File: config.mk
export PLATFORM = sky130hd
export DESIGN_NAME = sync_fifo_flat
export DESIGN_NICKNAME = d
export VERILOG_FILES = /design/src/rtl/sync_fifo_if.sv /design/src/rtl/sync_fifo.sv /design/src/flat_wrapper.sv
export SDC_FILE = /design/constraint.sdc
export NUM_CORES = 1
export LEC_CHECK = 0
export CORE_UTILIZATION = 54
export CTS_CLUSTER_SIZE = 30
export DETAILED_ROUTE_END_ITERATION = 7
export HOLD_SLACK_MARGIN = 0.03
export PLACE_DENSITY_LB_ADDON = 0.2
export SYNTH_ARGS = -nofsm -noshare
export SYNTH_HDL_FRONTEND = slang
export SYNTH_SLANG_ARGS = --single-unit
File: constraint.sdc
create_clock -name clk -period 2.6 [get_ports clk]
set_input_delay 0.65 -clock clk [delete_from_list [all_inputs] [get_ports clk]]
set_output_delay 0.65 -clock clk [all_outputs]
set_load 0.01 [all_outputs]
File: src/rtl/sync_fifo_if.sv
// Handshake, data and status bundle shared by the FIFO and whatever drives it.
interface sync_fifo_if #(
  parameter int WIDTH = 8,
  parameter int DEPTH = 4
);
  localparam int AW = $clog2(DEPTH);

  logic             clr;
  logic             wr_en;
  logic [WIDTH-1:0] data_in;
  logic             rd_en;
  logic [WIDTH-1:0] data_out;
  logic             full;
  logic             empty;
  logic [AW:0]      count;
  logic             overflow;
  logic             underflow;

  // Producer / register-stage side.
  modport master (
    output clr, wr_en, data_in, rd_en,
    input  data_out, full, empty, count, overflow, underflow
  );

  // FIFO side.
  modport slave (
    input  clr, wr_en, data_in, rd_en,
    output data_out, full, empty, count, overflow, underflow
  );
endinterface

File: src/rtl/sync_fifo.sv
// Byte-wide synchronous FIFO with a registered read port, occupancy count,
// derived full/empty flags and sticky overflow/underflow error flags.
module sync_fifo #(
  parameter int WIDTH = 8,
  parameter int DEPTH = 4
) (
  input  logic         clk,
  input  logic         rst,      // asynchronous, active low
  sync_fifo_if.slave   bus
);
  localparam int AW = $clog2(DEPTH);
  localparam logic [AW-1:0] PTR_ONE = AW'(1);
  localparam logic [AW:0]   CNT_ONE = (AW + 1)'(1);
  localparam logic [AW:0]   CNT_MAX = (AW + 1)'(DEPTH);

  logic [WIDTH-1:0] mem [DEPTH];
  logic [AW-1:0]    wr_ptr_reg;
  logic [AW-1:0]    rd_ptr_reg;
  logic [AW:0]      count_reg;
  logic [WIDTH-1:0] data_out_reg;
  logic             overflow_reg;
  logic             underflow_reg;

  logic full;
  logic empty;
  logic push_ok;
  logic pop_ok;

  // Flags come straight from the registered count, so they are glitch-free.
  // A push into a full FIFO is fine when a pop frees a slot in the same cycle;
  // a pop from an empty FIFO is never fine, even alongside a push.
  always_comb begin
    full    = (count_reg == CNT_MAX);
    empty   = (count_reg == '0);
    push_ok = bus.wr_en & (~full | bus.rd_en);
    pop_ok  = bus.rd_en & ~empty;
  end

  // Storage array: written on accepted pushes only, no reset so it maps to RAM.
  always_ff @(posedge clk) begin
    if (!bus.clr && push_ok) begin
      mem[wr_ptr_reg] <= bus.data_in;
    end
  end

  // Pointers, count, registered read data and sticky error flags.
  always_ff @(posedge clk or negedge rst) begin
    if (!rst) begin
      wr_ptr_reg    <= '0;
      rd_ptr_reg    <= '0;
      count_reg     <= '0;
      data_out_reg  <= '0;
      overflow_reg  <= 1'b0;
      underflow_reg <= 1'b0;
    end else if (bus.clr) begin
      // Flush drops every entry but keeps the last word presented downstream.
      wr_ptr_reg    <= '0;
      rd_ptr_reg    <= '0;
      count_reg     <= '0;
      overflow_reg  <= 1'b0;
      underflow_reg <= 1'b0;
    end else begin
      if (push_ok) begin
        wr_ptr_reg <= wr_ptr_reg + PTR_ONE;
      end
      if (pop_ok) begin
        // Reads the pre-edge contents, so a full-FIFO pop+push to the same
        // slot still returns the oldest entry.
        data_out_reg <= mem[rd_ptr_reg];
        rd_ptr_reg   <= rd_ptr_reg + PTR_ONE;
      end
      if (push_ok && !pop_ok) begin
        count_reg <= count_reg + CNT_ONE;
      end else if (pop_ok && !push_ok) begin
        count_reg <= count_reg - CNT_ONE;
      end
      if (bus.wr_en && full && !bus.rd_en) begin
        overflow_reg <= 1'b1;
      end
      if (bus.rd_en && empty) begin
        underflow_reg <= 1'b1;
      end
    end
  end

  // Drive the status and data outputs from registered state only.
  always_comb begin
    bus.data_out  = data_out_reg;
    bus.full      = full;
    bus.empty     = empty;
    bus.count     = count_reg;
    bus.overflow  = overflow_reg;
    bus.underflow = underflow_reg;
  end
endmodule

File: src/flat_wrapper.sv
// flat-port wrapper written by rule: the top's interface ports become plain ports
module sync_fifo_flat 
#(
  parameter int WIDTH = 8,
  parameter int DEPTH = 4
)
  (clk, rst, bus_clr, bus_wr_en, bus_data_in, bus_rd_en, bus_data_out, bus_full, bus_empty, bus_count, bus_overflow, bus_underflow);
  sync_fifo_if #(.WIDTH(WIDTH), .DEPTH(DEPTH)) bus_i ();
  input  logic clk;
  input  logic rst;
  input wire logic [$bits(bus_i.clr)-1:0] bus_clr;
  input wire logic [$bits(bus_i.wr_en)-1:0] bus_wr_en;
  input wire logic [$bits(bus_i.data_in)-1:0] bus_data_in;
  input wire logic [$bits(bus_i.rd_en)-1:0] bus_rd_en;
  output wire logic [$bits(bus_i.data_out)-1:0] bus_data_out;
  output wire logic [$bits(bus_i.full)-1:0] bus_full;
  output wire logic [$bits(bus_i.empty)-1:0] bus_empty;
  output wire logic [$bits(bus_i.count)-1:0] bus_count;
  output wire logic [$bits(bus_i.overflow)-1:0] bus_overflow;
  output wire logic [$bits(bus_i.underflow)-1:0] bus_underflow;
  assign bus_i.clr = bus_clr;
  assign bus_i.wr_en = bus_wr_en;
  assign bus_i.data_in = bus_data_in;
  assign bus_i.rd_en = bus_rd_en;
  assign bus_data_out = bus_i.data_out;
  assign bus_full = bus_i.full;
  assign bus_empty = bus_i.empty;
  assign bus_count = bus_i.count;
  assign bus_overflow = bus_i.overflow;
  assign bus_underflow = bus_i.underflow;
  sync_fifo #(.WIDTH(WIDTH), .DEPTH(DEPTH)) u_core (.clk(clk), .rst(rst), .bus(bus_i));
endmodule
==> metrics.txt <==
status finished, final reports clean; average footprint of a synthesized cell 16.9 um^2; Post-Synthesis Cell Area between 2000 and 2500 um^2; num rows 22; synthesis-stage register bit count 49; Setup Buffers After CTS 0; min-delay worst type reg2reg; Synth top area share approximately 45%; final worst slack approximately 0.21 ns; clock buffer count from CTS 5; 1st-iter DRT viols 66; reg2reg start u_core.bus.count[0]; Worst Hold Depth 2; Clock Path Buffers 2; Synth Net Count 146; Worst Hold Endpoint u_core.bus.underflow; largest area contributor in the netlist edfxtp_1; number of flip-flops under the largest register name 32; max_cap viols 0; Worst Reg-to-Reg Cells 7; Cell Pwr Density 889 nW/um^2; Clk Latency, worst-skew pair roughly 0.30 ns; Critical path buffers and inverters 1; CORE AREA approximately 3700 um^2; most crowded layer after global routing met2; post-DP HPWL 2580 um; Synth area leaders edfxtp_1, dfrtp_1, mux4_1; Worst Path Max Fanout 11; met3 Usage GRT between 4 and 5%; initial antenna violation count 0; DRC viols 0; post-place setup slack -0.0714 ns; final hold violation count 0; Num Clock Sinks between 40 and 50; worst stage delay on the critical path 0.58 ns; WL/cell between 15 and 20 um; CP required 1.95 ns; post-synth cell types 35; Peak supply drop between 0.0005 and 0.0006 V; Top Family by Delay on Critical Path buffers and inverters; synth warn 0; root buffer cell clkbuf_8; nets ~180; Fmax 418 MHz; Area growth syn-to-layout 21.0%; diodes inserted 0; Arrival @ worst endpoint around 1.7 ns; first-pass GRT wire length 6160 um; cts hold-fix bufs 0; largest net degree at the start of global routing 18; post-cts sizing count 0; RSZ-0062 raised after global routing no; Vert. Die Dim between 60 and 70 um; CP max stage cell clkdlybuf4s50_1; total die area 4250 um^2; LEAKAGE ~0.96 nW; vias in the first global route around 1.3k; Setup CP Type reg2out; HP Start u_core.bus.underflow; # port buffers 27; CTS tree yes; layout cell share with drive strength beyond 1 21.0%; post-DR vias/cell approximately 5.5; Tcrit/Tclk final approximately 92%; Clk pin slew, worst setup/hold paths around 0.090 ns; synthesized instance count ~130; setup TNS 0 ns; CP cell instances nor3b_4, clkdlybuf4s50_1; GPL Wtd Cong between 0.7 and 0.8; Pwr Total approximately 2.3 mW; Routed WL ~3700 um; Worst Setup Start Kind flop; Final Util a little over two thirds; Setup Viol. Count Final 0; met1 global-route usage about a quarter; TritonRoute pass-1 iters 4; GRT Resource Usage Total approximately 21%; Worst R2R Setup Slack between 0.3 and 0.4 ns; post-route ant nets 0; clock skew 0.00874 ns; initial core utilization a little under 60%; post-synthesis sequential area ratio between 60% and 70%; GR Util met2 between 30% and 40%; H-Tree Depth 2; crit end category primary output; Slew @ Worst Pin roughly 0.65 ns; FF-to-FF End u_core.bus.count[2]; I/O pin total 28; min cycle time layout ~2.4 ns; chip width about 65 um; Slew Viols, Final 0; Slew headroom 56.0%; Fillers 266; Remaining Overflow, GRT 0; routed vias between 1k and 1.5k
## through the flow
step	instances	cell area (um^2)	hold slack [ns]
global route	215	2610	0.540
CTS	215	2610	0.516
finish	215	2610	0.509
detailed placement	207	2520	0.497
floorplan	128	2160	0.354
global placement	207	2520	0.478
## Yosys cell counts, drive strengths merged
| master | count |
|---|---|
| edfxtp | 32 |
| dfrtp | 17 |
| nor2 | 14 |
| mux2 | 11 |
| mux4 | 8 |
| buf | 7 |
| inv | 6 |
| nor3b | 6 |
| ha | 4 |
| nand2b | 2 |
| nand3b | 2 |
| xor2 | 2 |
| a211oi | 1 |
| a21boi | 1 |
| a21oi | 1 |
| a221oi | 1 |
| a311oi | 1 |
| a31oi | 1 |
| clkbuf | 1 |
| fa | 1 |
| mux2i | 1 |
| nor3 | 1 |
| nor4b | 1 |
| o21a | 1 |
| o311ai | 1 |
| o31ai | 1 |
| o41ai | 1 |
| or3b | 1 |
| xnor2 | 1 |
## final cells by class
| cell class | count | area [um^2] | share of cell area [%] |
|---|---|---|---|
| Clock buffer | 6 | 72.6 | 2.78 |
| Clock inverter | 2 | 16.3 | 0.623 |
| Inverter | 6 | 22.5 | 0.862 |
| Multi-Input combinational cell | 65 | 693 | 26.5 |
| Sequential cell | 49 | 1390 | 53.1 |
| Tap cell | 48 | 60.1 | 2.30 |
| Timing Repair Buffer | 39 | 360 | 13.8 |
## where the power goes
part           internal [mW]  switching, mW  total [mW]
registers              0.958          0.160        1.12
clock network          0.191          0.246       0.437
logic                  0.475          0.292       0.767
total                   1.62          0.698        2.32
## worst max-delay path by stage
| stage | slack [ns] | to | cells after the start | startpoint |
|---|---|---|---|---|
| 2_1_floorplan | 0.30 | u_core.bus.count[2] | 7 | bus_rd_en |
| 3_3_place_gp | 0.01 | u_core.bus.count[2] | 7 | bus_rd_en |
| 3_5_place_dp | -0.07 | u_core.bus.count[2] | 8 | bus_rd_en |
| 4_1_cts | 0.19 | bus_full | 2 | u_core.bus.count[1] |
| 5_1_grt | 0.08 | u_core.bus.count[2] | 8 | bus_rd_en |
| 6_report | 0.21 | bus_full | 2 | u_core.bus.count[0] |
## layer usage
metal / share of wire (%) / up-vias
met5: 0 / -
met2: 52 / 19
met3: 2.9 / 7
met4: 1.6 / 0
li1: - / 561
met1: 43 / 597
## worst min-delay path: stages, from the launching register on
cell     delay, ns
dfrtp_1       0.35
a21oi_1       0.04
nor2_1        0.08
## logic make-up after synthesis
| logic type | Yosys count | share of synthesized area (%) |
|---|---|---|
| flops | 49 | 64.2 |
| simple gates | 27 | 7.48 |
| mux | 20 | 15.8 |
| buf+inv | 14 | 3.65 |
| compound gates | 10 | 4.41 |
| fa+ha+maj | 5 | 3.25 |
| xor+xnor | 3 | 1.22 |
## placed cells by master, fill, tap and decap left out, types with 2 or more instances in the layout
cell type and count:
buf_4 12, clkbuf_8 5, clkdlybuf4s50_1 27, dfrtp_1 17
edfxtp_1 32, ha_1 4, inv_1 6, mux2_1 2
mux2_2 9, mux4_1 7, nand2b_1 2, nand3b_1 2
nor2_1 13, nor3b_1 5, xor2_1 2
Note: power is estimated with default switching activity, not from simulation.
